## src/rtl/booth_pkg.sv

```systemverilog
// Shared types and constants for the sequential radix-2 Booth multiplier.
// The top-level build option BOOTH_SKIP_EN does not affect this package.
package booth_pkg;

   localparam int DEF_WIDTH = 4;
   localparam int ACC_W     = DEF_WIDTH + 2;
   localparam int CNT_W     = $clog2(DEF_WIDTH + 1);

   typedef enum logic [1:0] {
      IDLE  = 2'd0,
      ADD   = 2'd1,
      SHIFT = 2'd2,
      DONE  = 2'd3
   } state_t;

   // Booth pair is {q[0], q_1}: the current multiplier bit and the one shifted out before it.
   typedef enum logic [1:0] {
      PAIR_NOP0 = 2'b00,
      PAIR_ADD  = 2'b01,
      PAIR_SUB  = 2'b10,
      PAIR_NOP1 = 2'b11
   } pair_t;

   function automatic logic pair_active(input pair_t pr);
      return (pr == PAIR_ADD) || (pr == PAIR_SUB);
   endfunction

endpackage

```

## src/rtl/booth_mul_ctrl_if.sv

```systemverilog
// Start/done handshake bundle between the Booth multiplier and the logic around it.
// Handshake: start is sampled only while the multiplier is idle (busy=0); an accepted start
// raises busy on that edge, done pulses for one cycle when p is valid, and p holds until the
// next accepted start. start seen while busy=1 is dropped, never queued.
interface booth_mul_ctrl_if #(
   parameter int WIDTH = 4
);

   logic                 start;
   logic [WIDTH-1:0]     a;
   logic [WIDTH-1:0]     b;
   logic                 busy;
   logic                 done;
   logic [2*WIDTH-1:0]   p;

   modport master (
      output start, a, b,
      input  busy, done, p
   );

   modport slave (
      input  start, a, b,
      output busy, done, p
   );

endinterface

```

## src/rtl/addsub_unit.sv

```systemverilog
// Ripple-carry add/subtract; cin doubles as the subtract select (b is inverted and cin adds the +1).
// The final carry-out is intentionally dropped: the caller sizes the width so it never matters.
module addsub_unit #(
   parameter int ACC_W = 6
) (
   input  logic [ACC_W-1:0] a,
   input  logic [ACC_W-1:0] b,
   input  logic             cin,
   output logic [ACC_W-1:0] sum
);

   always_comb begin
      logic c;
      logic bb;
      c   = cin;
      bb  = 1'b0;
      sum = '0;
      for (int i = 0; i < ACC_W; i++) begin
         bb     = b[i] ^ cin;
         sum[i] = a[i] ^ bb ^ c;
         c      = (a[i] & bb) | (a[i] & c) | (bb & c);
      end
   end

endmodule

```

## src/rtl/booth_mul_ctrl.sv

```systemverilog
// Sequential radix-2 Booth multiplier: one shared add/subtract unit, WIDTH add+shift iterations.
// Build option BOOTH_SKIP_EN: bypass the ADD state for 00/11 Booth pairs (variable latency).
module booth_mul_ctrl
   import booth_pkg::*;
#(
   parameter int WIDTH = DEF_WIDTH
) (
   input  logic                   clk,
   input  logic                   rst,
   booth_mul_ctrl_if.slave        bus,
   output state_t                 dbg_state
);

   localparam int AW = WIDTH + 2;
   localparam int CW = $clog2(WIDTH + 1);

   state_t             state;
   state_t             state_next;

   logic [AW-1:0]      acc;
   logic [AW-1:0]      m;
   logic [AW-1:0]      sum;
   logic [WIDTH-1:0]   q;
   logic               q_1;
   logic [CW-1:0]      count;
   logic [CW-1:0]      count_inc;
   logic [2*WIDTH-1:0] p_q;

   pair_t              pair;
   logic               sub;
   logic               last;

   logic [AW-1:0]      acc_sh;
   logic [WIDTH-1:0]   q_sh;
   logic               q_1_sh;

   assign pair = pair_t'({q[0], q_1});
   assign sub  = (pair == PAIR_SUB);

   // Arithmetic right shift of {acc,q,q_1}: acc MSB replicated, old q_1 falls off the end.
   assign {acc_sh, q_sh, q_1_sh} = {acc[AW-1], acc, q};

   assign count_inc = count + 1'b1;
   assign last      = (count_inc == CW'(WIDTH));

   addsub_unit #(
      .ACC_W (AW)
   ) u_addsub (
      .a   (acc),
      .b   (m),
      .cin (sub),
      .sum (sum)
   );

`ifdef BOOTH_SKIP_EN
   pair_t pair_after_shift;
   assign pair_after_shift = pair_t'({q_sh[0], q_1_sh});
`endif

   always_ff @(posedge clk or posedge rst) begin
      if (rst) begin
         state <= IDLE;
      end else begin
         state <= state_next;
      end
   end

   always_comb begin
      state_next = state;
      case (state)
         IDLE: begin
            if (bus.start) begin
`ifdef BOOTH_SKIP_EN
               // q_1 starts at 0, so the first pair is {b[0],0}.
               state_next = bus.b[0] ? ADD : SHIFT;
`else
               state_next = ADD;
`endif
            end
         end
         ADD: begin
            state_next = SHIFT;
         end
         SHIFT: begin
            if (last) begin
               state_next = DONE;
            end else begin
`ifdef BOOTH_SKIP_EN
               state_next = pair_active(pair_after_shift) ? ADD : SHIFT;
`else
               state_next = ADD;
`endif
            end
         end
         DONE: begin
            state_next = IDLE;
         end
         default: begin
            state_next = IDLE;
         end
      endcase
   end

   always_ff @(posedge clk or posedge rst) begin
      if (rst) begin
         acc   <= '0;
         q     <= '0;
         q_1   <= 1'b0;
         m     <= '0;
         count <= '0;
         p_q   <= '0;
      end else begin
         case (state)
            IDLE: begin
               if (bus.start) begin
                  m     <= {{2{bus.a[WIDTH-1]}}, bus.a};
                  q     <= bus.b;
                  acc   <= '0;
                  q_1   <= 1'b0;
                  count <= '0;
               end
            end
            ADD: begin
               if (pair_active(pair)) begin
                  acc <= sum;
               end
            end
            SHIFT: begin
               acc   <= acc_sh;
               q     <= q_sh;
               q_1   <= q_1_sh;
               count <= count_inc;
               if (last) begin
                  p_q <= {acc_sh[WIDTH-1:0], q_sh};
               end
            end
            default: begin
            end
         endcase
      end
   end

   assign bus.busy  = (state != IDLE);
   assign bus.done  = (state == DONE);
   assign bus.p     = p_q;
   assign dbg_state = state;

endmodule

```

## src/flat_wrapper.sv

```systemverilog
// flat-port wrapper written by rule: the top's interface ports become plain ports
module booth_mul_ctrl_flat import booth_pkg::*;
#(
   parameter int WIDTH = DEF_WIDTH
)
  (clk, rst, dbg_state, bus_start, bus_a, bus_b, bus_busy, bus_done, bus_p);
  booth_mul_ctrl_if #(.WIDTH(WIDTH)) bus_i ();
  input  logic clk;
  input  logic rst;
  output state_t dbg_state;
  input wire logic [$bits(bus_i.start)-1:0] bus_start;
  input wire logic [$bits(bus_i.a)-1:0] bus_a;
  input wire logic [$bits(bus_i.b)-1:0] bus_b;
  output wire logic [$bits(bus_i.busy)-1:0] bus_busy;
  output wire logic [$bits(bus_i.done)-1:0] bus_done;
  output wire logic [$bits(bus_i.p)-1:0] bus_p;
  assign bus_i.start = bus_start;
  assign bus_i.a = bus_a;
  assign bus_i.b = bus_b;
  assign bus_busy = bus_i.busy;
  assign bus_done = bus_i.done;
  assign bus_p = bus_i.p;
  booth_mul_ctrl #(.WIDTH(WIDTH)) u_core (.clk(clk), .rst(rst), .bus(bus_i), .dbg_state(dbg_state));
endmodule
```

## config.mk

```make
export PLATFORM = sky130hd
export DESIGN_NAME = booth_mul_ctrl_flat
export DESIGN_NICKNAME = d
export VERILOG_FILES = /design/src/rtl/booth_pkg.sv /design/src/rtl/booth_mul_ctrl_if.sv /design/src/rtl/addsub_unit.sv /design/src/rtl/booth_mul_ctrl.sv /design/src/flat_wrapper.sv
export SDC_FILE = /design/constraint.sdc
export NUM_CORES = 1
export LEC_CHECK = 0
export BUFFER_PORTS_ARGS = -buffer_cell sky130_fd_sc_hd__buf_2
export CAP_MARGIN = 20
export CORE_AREA = 2 2 60 62
export CTS_CLUSTER_SIZE = 30
export DETAILED_ROUTE_END_ITERATION = 6
export DIE_AREA = 0 0 62 64
export PLACE_DENSITY = 0.68
export SYNTH_ARGS = -nofsm -noshare
export SYNTH_HDL_FRONTEND = slang
export SYNTH_SLANG_ARGS = --single-unit
```

## constraint.sdc

```tcl
create_clock -name clk -period 4.2 [get_ports clk]
set_input_delay 0.42 -clock clk [delete_from_list [all_inputs] [get_ports clk]]
set_output_delay 0.42 -clock clk [all_outputs]
set_load 0.005 [all_outputs]
```

# [After elaboration in Yosys (flattened, before gate mapping)]
# Index checks and enable logic that the tools add are counted.
[word_totals] reg_bits=28 in_bits=11 elab_cells=84
[classes] add_sub_neg=1 eq_ne=8 mux=12 bitwise=44 reduce_logical=11
[ops] op="6-bit one-hot mux with 3 select lines" n=1
[ops] op="1-bit bitwise XOR" n=18
[ops] op="1-bit AND" n=15
[ops] op="6-bit 2-to-1 mux" n=2
[ops] op="1-bit OR" n=10
[ops] op="2-bit one-hot mux with 4 select lines" n=1
[ops] op="4-bit one-hot mux with 2 select lines" n=1
[ops] op="2-bit equality test, second input constant" n=3
[ops] op="3-bit one-hot mux with 2 select lines" n=1
[ops] op="2-bit AND reduction" n=3
[ops] op="2-bit nonzero test" n=3
[ops] op="2-bit by 1-bit equality test with 1-bit output, second input constant" n=2
[ops] op="2-bit 2-to-1 mux" n=2
[ops] op="4-bit 2-to-1 mux" n=1
[ops] op="4-bit AND reduction" n=1
[ops] op="3-bit by 1-bit adder with 3-bit output, second input constant" n=1
[ops] op="3-bit equality test, second input constant" n=1
[ops] op="3-bit 2-to-1 mux" n=1
[ops] op="3-bit AND reduction" n=1
[ops] op="3-bit nonzero test" n=1
[ops] op="2-bit zero test" n=1
[ops] op="2-bit by 1-bit != test with 1-bit output, second input constant" n=1
[ops] op="2-bit != test, second input constant" n=1
[ops] op="1-bit one-hot mux with 2 select lines" n=1
[ops] op="3 further kinds" n=3

# [Longest topological paths before layout]
# Gate-level depths: netlist (run 1).
[depth] depth_word=20 depth_mapped=13

# [Hierarchy]
# From an unflattened synthesis (run 1), not the netlist that was laid out.
[unflattened] hier_cells=133 hier_area_um2=1566.5
[modules_own_cells] mod="booth_mul_ctrl" n_inst=1 cells_per_inst=112 area_per_inst_um2=1360.1 seq_area_each_um2=700.7
[modules_own_cells] mod="addsub_unit" n_inst=1 cells_per_inst=21 area_per_inst_um2=206.4 seq_area_each_um2=0.0

# [Worst setup path before layout (run 1)]
# No wires, ideal clock.
[synth_path] kind="register -> register" start="register u_core.q[0]" end="register u_core.acc[4]" setup_time_ns=0.125 arrival_time_ns=2.800 t_required_ns=4.075 setup_slack_ns=1.275 path_stages_with_launch=12 period_less_slack_ns=2.925 cell_sequence="dfrtp_1 ha_1 buf_2 mux2_2 fa_1 fa_1 inv_1 fa_1 inv_1 fa_1 a32o_1 mux2_4"
[synth_between] elab_chain_cells=17
[synth_lines] element="from (decl)" line="booth_mul_ctrl.sv:23" source="logic [WIDTH-1:0] q;"
[synth_lines] element="from (signal assigned)" line="booth_mul_ctrl.sv:117" source="q <= bus.b;"
[synth_lines] element="from (signal assigned)" line="booth_mul_ctrl.sv:130" source="q <= q_sh;"
[synth_lines] element="2-bit equality test" line="booth_pkg.sv:25, booth_mul_ctrl.sv:38"
[synth_lines] element="1-bit bitwise XOR" line="addsub_unit.sv:19" source="bb = b[i] ^ cin;"
[synth_lines] element="1-bit AND" line="addsub_unit.sv:21" source="c = (a[i] & bb) | (a[i] & c) | (bb & c);"
[synth_lines] element="1-bit OR (2 in series)" line="addsub_unit.sv:21"
[synth_lines] element="1-bit AND" line="addsub_unit.sv:21"
[synth_lines] element="1-bit OR (2 in series)" line="addsub_unit.sv:21"
[synth_lines] element="1-bit AND" line="addsub_unit.sv:21"
[synth_lines] element="1-bit OR (2 in series)" line="addsub_unit.sv:21"
[synth_lines] element="1-bit AND" line="addsub_unit.sv:21"
[synth_lines] element="1-bit OR (2 in series)" line="addsub_unit.sv:21"
[synth_lines] element="1-bit bitwise XOR" line="addsub_unit.sv:20" source="sum[i] = a[i] ^ bb ^ c;"
[synth_lines] element="6-bit 2-to-1 mux" line="booth_mul_ctrl.sv:124" source="if (pair_active(pair)) begin"
[synth_lines] element="6-bit one-hot mux with 3 select lines" line="booth_mul_ctrl.sv:113" source="case (state)"
[synth_lines] element="to (signal assigned)" line="booth_mul_ctrl.sv:125" source="acc <= sum;"
[synth_lines] element="to (signal assigned)" line="booth_mul_ctrl.sv:129" source="acc <= acc_sh;"
[synth_lines] element="to (decl)" line="booth_mul_ctrl.sv:20" source="logic [AW-1:0] acc;"
# Parallel ways exist; a longest one is shown, timed or not. The select of a mux whose other input is x is not followed.
# A chain may end at the register's enable or synchronous reset.

# [Worst setup path after layout (run 1)]
# Ends and elaborated chain as after synthesis.

==> impl_metrics.env, run 1 <==
export IMPL_drc=0
export IMPL_drtIter0Drc=50
export IMPL_synth_edff_count=0
export IMPL_placementRows=21
export IMPL_overflow=0
export IMPL_cts_root_buf="clkbuf_4"
export IMPL_gr_usage_all_layers_pct=16.73
export IMPL_ios=23
export IMPL_fp_dieArea_mm2=0.003968
export IMPL_hold_viol_final=0
export IMPL_drive_gt1_share_pct=34.87
export IMPL_min_period_over_period_pct=72.62
export IMPL_final_common_cell="dfrtp_1"
export IMPL_fill_cells=296
export IMPL_num_vias=1058
export IMPL_cap_viol_max_count=0
export IMPL_setup_violations=0
export IMPL_layout_common_cells="28 x dfrtp_1, 22 x buf_2, 12 x inv_1, 12 x mux2_2"
export IMPL_vias_per_cell=5.343
export IMPL_antenna_left=0
export IMPL_seqPwrFrac_pct=33.8
export IMPL_tns_ps=0
export IMPL_cts_htree_levels=1
export IMPL_die_w_um=62
export IMPL_nets=175
export IMPL_intPower_mw=0.8599
export IMPL_dr_pass1_iters=4
export IMPL_p_leak_nw=0.8252
export IMPL_grt_pass1_wl_um=4892
export IMPL_critPathMaxFanout=5
export IMPL_hold_path_class="input port to asynchronous set/reset pin"
export IMPL_fin_cells=198
export IMPL_grt_pass1_vias=1059
export IMPL_synthCells=132
export IMPL_tightest_slew_ps=594.7
export IMPL_ys_ff_latch=28
export IMPL_areaGrowthSynthToFinish_pct=11.60
export IMPL_power_mw=1.428
export IMPL_dpl_hpwl_um=2057
export IMPL_dp_cells=193
export IMPL_worst_setup_path_type="flop to flop"
export IMPL_pwr_share_comb_pct=53.5
export IMPL_peakVddDrop_mv=0.4795
export IMPL_core_mm2=0.003284
export IMPL_synth_cell_types=39
export IMPL_grt_max_degree=29
export IMPL_antenna_found_initial=0
export IMPL_ctsResizeCount=0
export IMPL_clock_latency_ps=340
export IMPL_syn_area_per_cell_um2=11.93
export IMPL_syn_cell_area_mm2=0.001575
export IMPL_final_area_mm2=0.001758
export IMPL_cp_arrival_ps=3290
export IMPL_net_switching_power_mw=0.5686
export IMPL_fin_skew_ps=14.21
export IMPL_p_clk_share_pct=12.7
export IMPL_cts_tree="built"
export IMPL_power_density_mw_per_mm2=812.6
export IMPL_port_buffers=22
export IMPL_max_freq_mhz=327.9
export IMPL_whs_ps=70.65
export IMPL_holdBufCountCts=0
export IMPL_post_cts_buffers=0
export IMPL_initial_core_util_pct=47.96
export IMPL_die_h_um=64
export IMPL_yosys_warnings=0
export IMPL_multiInputGateArea_um2=777.0
export IMPL_clockBufferDepth=2
export IMPL_drv_slew=0
export IMPL_rsz0062_at_grt="false"
export IMPL_clk_pin_slew_worst_paths_ps=160
export IMPL_placed_area_mm2=0.001690
export IMPL_gp_congestion=0.7892
export IMPL_syn_nets=154
export IMPL_period_needed_ps=3050
export IMPL_max_slew_margin_pct=60.35
export IMPL_synth_ff_type="dfrtp_1"
export IMPL_status="complete, no violations"
export IMPL_synthArstFlopShare_pct=100.0
export IMPL_yosysSeqAreaShare_pct=44.48
export IMPL_clock_sinks=28
export IMPL_seqCellArea_um2=700.7
export IMPL_diodes=0
export IMPL_required_ps=4440
export IMPL_crit_path_start_kind="flop"
export IMPL_drt_wl_total_um=2908
export IMPL_final_util_pct=53.52
export IMPL_cts_buffers=3
export IMPL_sw_frac_of_total_pct=39.80
export IMPL_wire_per_inst_um=14.69
export IMPL_worstSetupEndpointType="flop"
export IMPL_place_ws_ps=1196
export IMPL_setup_ws_ps=1150
-- Yosys cell counts (all sizes together) (2+ instances only) --
| library cell | instances | area share, % |
|---|---|---|
| a21oi | 3 | 0.95 |
| a31oi | 2 | 0.79 |
| a32o | 3 | 1.9 |
| buf | 6 | 3.1 |
| dfrtp | 28 | 44 |
| fa | 4 | 5.1 |
| ha | 7 | 5.6 |
| inv | 12 | 2.9 |
| mux2 | 16 | 12 |
| nand2 | 6 | 1.4 |
| nand2b | 3 | 1.7 |
| nand3 | 4 | 1.3 |
| nand3b | 2 | 0.95 |
| nor2 | 2 | 0.48 |
| o21ai | 7 | 2.2 |
| o221a | 3 | 2.1 |
| or2 | 3 | 1.2 |
| xor2 | 3 | 1.7 |
-- critical path: stages, from the launching register on --
cell and delay (ps):
dfrtp_1 440, ha_1 290, mux2_2 300, fa_1 380
fa_1 360, inv_1 70, fa_1 160, inv_1 50
fa_1 430, a32o_1 210, mux2_4 250
-- per-layer routing --
| layer | up-vias | global-route usage, % | routed length, µm |
|---|---|---|---|
| met5 | - | 0 | 0 |
| met1 | 523 | 23.05 | 1379 |
| met2 | 19 | 25.13 | 1371 |
| met4 | 0 | 7.979 | 80 |
| li1 | 508 | - | - |
| met3 | 8 | 2.632 | 76 |
-- layout make-up --
cell class	instances	area share [%]
clock buffer	3	1.281
multi-input combinational	85	44.20
inverter	12	2.562
timing repair buffer	23	7.117
clock inverter	1	1.708
tap	46	3.274
sequential	28	39.86
-- state kept, by name, indices dropped and copies added (netlist names) --
register and flops:
u_core.acc 6, u_core.bus.p 8, u_core.count 3, u_core.dbg_state 2
u_core.m 4, u_core.q 4, u_core.q_1 1
-- power groups by stage --
stage | combinational, mW | sequential (mW) | clock, mW
after global placement | 0.716 | 0.481 | 0
after CTS | 0.766 | 0.484 | 0.182
after global routing | 0.860 | 0.502 | 0.197
after detailed placement | 0.748 | 0.489 | 0
final | 0.764 | 0.483 | 0.181
after floorplan | 0.618 | 0.465 | 0
-- final timing paths --
path                                 start  slack [ps]  cells past startpoint              end
max in group asynchronous              rst        3630                      3      u_core.m[0]
setup / recovery               u_core.q[0]        1150                     10    u_core.acc[4]
min in group clk                  bus_a[1]         300                      2      u_core.m[1]
hold / removal                         rst          70                      2    u_core.acc[1]
hold reg to reg            u_core.bus.p[6]         500                      2  u_core.bus.p[6]
setup reg to reg               u_core.q[0]        1150                     10    u_core.acc[4]
-- cell families (layout without fill, tap and decap cells) --
logic type | Yosys count | after routing | share of synthesized area (%)
mux | 17 | 17 | 13.03
simple gates | 26 | 26 | 9.770
xor+xnor | 5 | 5 | 3.654
buf+inv | 19 | 39 | 6.195
compound gates | 26 | 26 | 12.23
fa+ha+maj | 11 | 11 | 10.64
flops | 28 | 28 | 44.48
(Power assumes the default switching activity.)
==> run 2: changes to the inputs <==
- PLACE_DENSITY: 0.68 -> 0.71
- clock period: 4.2 -> 2.8 ns (I/O delays scaled with it)
==> run 2 against run 1 <==
The flow now finishes with violations (setup timing). Register-to-register slack got worse by 1200 ps. Combinational power increased by 68%. Sequential power increased by 51%. Core utilization increased by 3.4 points. Clock power increased by 46%. Critical path depth unchanged. Global-route usage decreased by 0.53 points. Largest cell class unchanged. Largest power group unchanged.
==> impl_metrics.env, run 2 (same netlist as run 1, synthesis figures left out) <==
export IMPL_status="finished with violations"
export IMPL_violations="setup timing"
export IMPL_crit_path_start_kind="flop"
export IMPL_gr_usage_all_layers_pct=16.19
export IMPL_drive_gt1_share_pct=43.40
export IMPL_max_slew_margin_pct=62.38
export IMPL_layout_common_cells="28 x dfrtp_1, 22 x buf_2, 11 x mux2_2, 9 x inv_1, 7 x o21ai_0"
export IMPL_cts_htree_levels=1
export IMPL_drtIter0Drc=34
export IMPL_cts_buffers=3
export IMPL_dpl_hpwl_um=2091
export IMPL_fill_cells=295
export IMPL_placed_area_mm2=0.001723
export IMPL_antenna_found_initial=0
export IMPL_period_needed_ps=2814
export IMPL_die_h_um=64
export IMPL_clock_sinks=28
export IMPL_power_density_mw_per_mm2=1216
export IMPL_num_vias=1102
export IMPL_final_area_mm2=0.001871
export IMPL_fin_skew_ps=7.278
export IMPL_setup_ws_ps=-13.80
export IMPL_diodes=0
export IMPL_tightest_slew_ps=564.3
export IMPL_largest_reg_flops=8
export IMPL_seqCellArea_um2=700.7
export IMPL_cp_arrival_ps=3050
export IMPL_cap_viol_max_count=0
export IMPL_antenna_left=0
export IMPL_vias_per_cell=5.376
export IMPL_worst_setup_path_type="flop to flop"
export IMPL_core_mm2=0.003284
export IMPL_required_ps=3030
export IMPL_grt_pass1_wl_um=4905
export IMPL_setup_violations=1
export IMPL_critPathMaxFanout=3
export IMPL_placementRows=21
export IMPL_nets=182
export IMPL_gp_congestion=0.7940
export IMPL_clockBufferDepth=2
export IMPL_grt_max_degree=29
export IMPL_wire_per_inst_um=14.27
export IMPL_final_common_cell="dfrtp_1"
export IMPL_hold_viol_final=0
export IMPL_clk_pin_slew_worst_paths_ps=150
export IMPL_drt_wl_total_um=2925
export IMPL_multiInputGateArea_um2=818.3
export IMPL_overflow=0
export IMPL_cts_root_buf="clkbuf_4"
export IMPL_tns_ps=-13.80
export IMPL_port_buffers=22
export IMPL_fp_dieArea_mm2=0.003968
export IMPL_drv_slew=0
export IMPL_power_mw=2.275
export IMPL_p_leak_nw=0.8650
export IMPL_die_w_um=62
export IMPL_rsz0062_at_grt="true"
export IMPL_hold_path_class="input port to flop"
export IMPL_initial_core_util_pct=47.96
export IMPL_areaGrowthSynthToFinish_pct=18.74
export IMPL_peakVddDrop_mv=0.5345
export IMPL_cts_tree="built"
export IMPL_ios=23
export IMPL_min_period_over_period_pct=100.5
export IMPL_dr_pass1_iters=4
export IMPL_clock_latency_ps=330
export IMPL_drc=0
export IMPL_max_freq_mhz=355.4
export IMPL_grt_pass1_vias=1112
export IMPL_worstSetupEndpointType="flop"
-- run 2: through the flow --
stage          std cells  util (%)  hold WS (ps)  worst slack [ps]
6_report             205     56.95         168.6            -13.80
5_1_grt              205     56.95         165.7            -93.52
4_1_cts              202     54.36         164.3            -63.30
3_5_place_dp         197     52.46         478.6            -68.74
3_3_place_gp         197     52.46         461.0            -3.094
2_1_floorplan        132         -         345.4            -83.89
-- run 2: area by class of cell --
| type | instances | area share (%) |
|---|---|---|
| Clock buffer | 3 | 1.204 |
| Multi-Input combinational cell | 85 | 43.75 |
| Sequential cell | 28 | 37.46 |
| Clock inverter | 1 | 1.605 |
| Inverter | 12 | 2.408 |
| Tap cell | 46 | 3.077 |
| Timing Repair Buffer | 30 | 10.50 |
-- run 2: power breakdown --
part | leakage, nW | total [mW] | internal, mW | switching (mW)
Clock | 0.0279 | 0.265 | 0.145 | 0.120
Sequential | 0.347 | 0.729 | 0.572 | 0.157
Combinational | 0.490 | 1.28 | 0.670 | 0.610
Total | 0.865 | 2.27 | 1.39 | 0.888
-- run 2: worst paths after layout --
kind / start / slack, ps / to / depth (start not counted)
min: bus_a[1] / 170 / u_core.m[1] / 2
max in group asynchronous: rst / 1930 / u_core.acc[5] / 4
max: u_core.q[0] / -10 / u_core.acc[4] / 10
min in group asynchronous: rst / 440 / u_core.acc[1] / 3
min reg2reg: u_core.bus.p[6] / 510 / u_core.bus.p[6] / 2
max reg2reg: u_core.q[0] / -10 / u_core.acc[4] / 10
-- run 2: per-layer routing --
layer / vias to the layer above / part of all wire, % / wire length, µm / GRT usage, %
met2: 34 / 50 / 1459 / 25.78
li1: 517 / - / - / -
met1: 546 / 44 / 1290 / 22.15
met4: 0 / 1.3 / 39 / 5.319
met5: - / 0 / 0 / 0
met3: 5 / 4.6 / 135 / 2.429
-- run 2: worst max-delay path, cell delays in order, from the launching register on --
cell     delay [ps]
dfrtp_1         430
ha_4            180
mux2_4          270
fa_2            340
fa_2            340
inv_2            60
fa_2            180
inv_2            40
fa_2            400
a32o_1          210
mux2_4          250
-- run 2: repair_timing --
item                                    CTS  global route
buffers inserted                          1             1
hold buffers                              0             1
hold endpoints to repair                  0             7
pin swaps                                 0             2
gates resized for setup                   1            11
endpoints found under the setup margin    1             2
==> run 3: changes to the inputs <==
- CELL_PAD_IN_SITES_DETAIL_PLACEMENT: default -> 1
- CELL_PAD_IN_SITES_GLOBAL_PLACEMENT: default -> 1
- CORE_AREA: 2 2 60 62 -> 2 2 66 68
- DIE_AREA: 0 0 62 64 -> 0 0 68 70
- PLACE_DENSITY: 0.71 -> default
- PLACE_DENSITY_LB_ADDON: default -> 0.1
==> run 3 against run 2 <==
The run still ends with setup timing left. Final cell count is 0.98% higher. First-iteration DRC count fell by 29%. Routed wire length up 5.0%. Register-to-register slack hardly changed. Design area decreased by 3.7%. Largest power group unchanged. Core utilization is 14 points lower. Highest routed layer unchanged. Die area is 20% higher. Sequential power shrank 0.8%. Clock skew shrank 0.73 ps.
==> impl_metrics.env, run 3 (same netlist as run 1, synthesis figures left out) <==
export IMPL_clock_latency_ps=270
export IMPL_clockBufferDepth=2
export IMPL_violations="setup timing"
export IMPL_period_needed_ps=2813
export IMPL_power_density_mw_per_mm2=1200
export IMPL_critical_path_max_stage_delay_ps=440
export IMPL_cts_tree="built"
export IMPL_final_util_pct=43.45
export IMPL_worst_setup_path_type="flop to flop"
export IMPL_diodes=0
export IMPL_whs_ps=63.03
export IMPL_dp_cells=203
export IMPL_cap_viol_max_count=0
export IMPL_antenna_found_initial=0
export IMPL_fin_cells=207
export IMPL_holdBufCountCts=0
export IMPL_hold_viol_final=0
export IMPL_areaGrowthSynthToFinish_pct=14.30
export IMPL_vias_per_cell=5.130
export IMPL_max_freq_mhz=355.5
export IMPL_post_cts_buffers=0
export IMPL_met3_usage_pct=2.093
export IMPL_grt_max_degree=29
export IMPL_required_ps=2960
export IMPL_top_usage_layer="met2"
export IMPL_place_ws_ps=-96.17
export IMPL_final_area_mm2=0.001800
export IMPL_cpMaxStageDelayCell="fa_1"
export IMPL_power_mw=2.160
export IMPL_met1_usage_pct=19.71
export IMPL_worstSetupEndpointType="flop"
export IMPL_hold_path_class="input port to asynchronous set/reset pin"
export IMPL_cp_arrival_ps=2970
export IMPL_layout_common_cells="28 x dfrtp_1, 22 x buf_2, 12 x mux2_2, 11 x inv_1, 7 x o21ai_0"
export IMPL_min_period_over_period_pct=100.5
export IMPL_wire_per_inst_um=14.84
export IMPL_core_mm2=0.004144
export IMPL_fin_skew_ps=6.551
export IMPL_placementRows=24
export IMPL_clk_pin_slew_worst_paths_ps=100
export IMPL_drv_slew=0
export IMPL_tns_ps=-12.83
export IMPL_rsz0062_at_grt="true"
export IMPL_cts_buffers=3
export IMPL_crit_path_cell_trace="ha_4 -> mux2_2 -> fa_2 -> fa_2 -> inv_2 -> fa_1 -> inv_1 -> fa_1 -> a32o_1 -> mux2_4"
export IMPL_setup_violations=1
export IMPL_use_met2_pct=22.98
export IMPL_drtIter0Drc=24
export IMPL_gr_usage_all_layers_pct=14.06
export IMPL_dpl_hpwl_um=2369
export IMPL_cts_root_buf="clkbuf_8"
export IMPL_port_buffers=22
export IMPL_setup_ws_ps=-12.83
export IMPL_nets=178
export IMPL_antenna_left=0
export IMPL_die_h_um=70
export IMPL_cpLargestDelayFamily="adder cells"
export IMPL_drive_gt1_share_pct=38.71
export IMPL_drt_wl_total_um=3071
export IMPL_clock_sinks=28
export IMPL_final_common_cell="dfrtp_1"
export IMPL_ios=23
export IMPL_crit_path_start_kind="flop"
export IMPL_gp_congestion=0.7728
export IMPL_drc=0
export IMPL_peakVddDrop_mv=0.4083
export IMPL_tightest_slew_ps=578.2
export IMPL_largest_reg_flops=8
export IMPL_fp_dieArea_mm2=0.004760
export IMPL_die_w_um=68
export IMPL_cts_htree_levels=1
export IMPL_status="finished with violations"
export IMPL_overflow=0
export IMPL_worst_path_buf_inv=2
export IMPL_p_leak_nw=0.8361
export IMPL_grt_pass1_vias=1092
export IMPL_initial_core_util_pct=38.01
export IMPL_dr_pass1_iters=4
export IMPL_max_slew_margin_pct=61.45
export IMPL_ctsResizeCount=4
export IMPL_placed_area_mm2=0.001730
export IMPL_grt_pass1_wl_um=5161
export IMPL_num_vias=1062
export IMPL_critPathMaxFanout=3
run 3: final cells by class:
cell class	count	area, µm²
flip-flops and latches	28	700.7
inverters	12	45.04
fillers	477	2344
clock buffers	4	55.05
well taps	52	65.06
multi-input cells	85	794.5
repair buffers	26	140.1
run 3: path summary, 6_finish.rpt:
path	start	end	slack [ps]	depth (start not counted)
worst max register to register	u_core.q[0]	u_core.acc[4]	-10	10
min in group clk	bus_a[2]	u_core.m[2]	240	2
worst min register to register	u_core.bus.p[6]	u_core.bus.p[6]	490	2
worst min-delay path	rst	u_core.bus.p[3]	60	3
max in group asynchronous	rst	u_core.acc[5]	2460	3
worst max-delay path	u_core.q[0]	u_core.acc[4]	-10	10
run 3: where the power goes:
part / switching [mW] / total [mW] / internal, mW
Sequential: 0.150 / 0.723 / 0.573
Combinational: 0.583 / 1.19 / 0.603
Clock: 0.125 / 0.251 / 0.126
run 3: tightest hold or removal path, cell delays in order:
cell,delay [ps]
buf_2,100
inv_1,40
buf_4,330
run 3: routing by layer:
metal | share of wire [%] | routed length (µm) | up-vias
met1 | 49 | 1508 | 537
met2 | 47 | 1452 | 16
met5 | 0 | 0 | -
met4 | 0.59 | 18 | 0
met3 | 3.0 | 91 | 2
li1 | - | - | 507
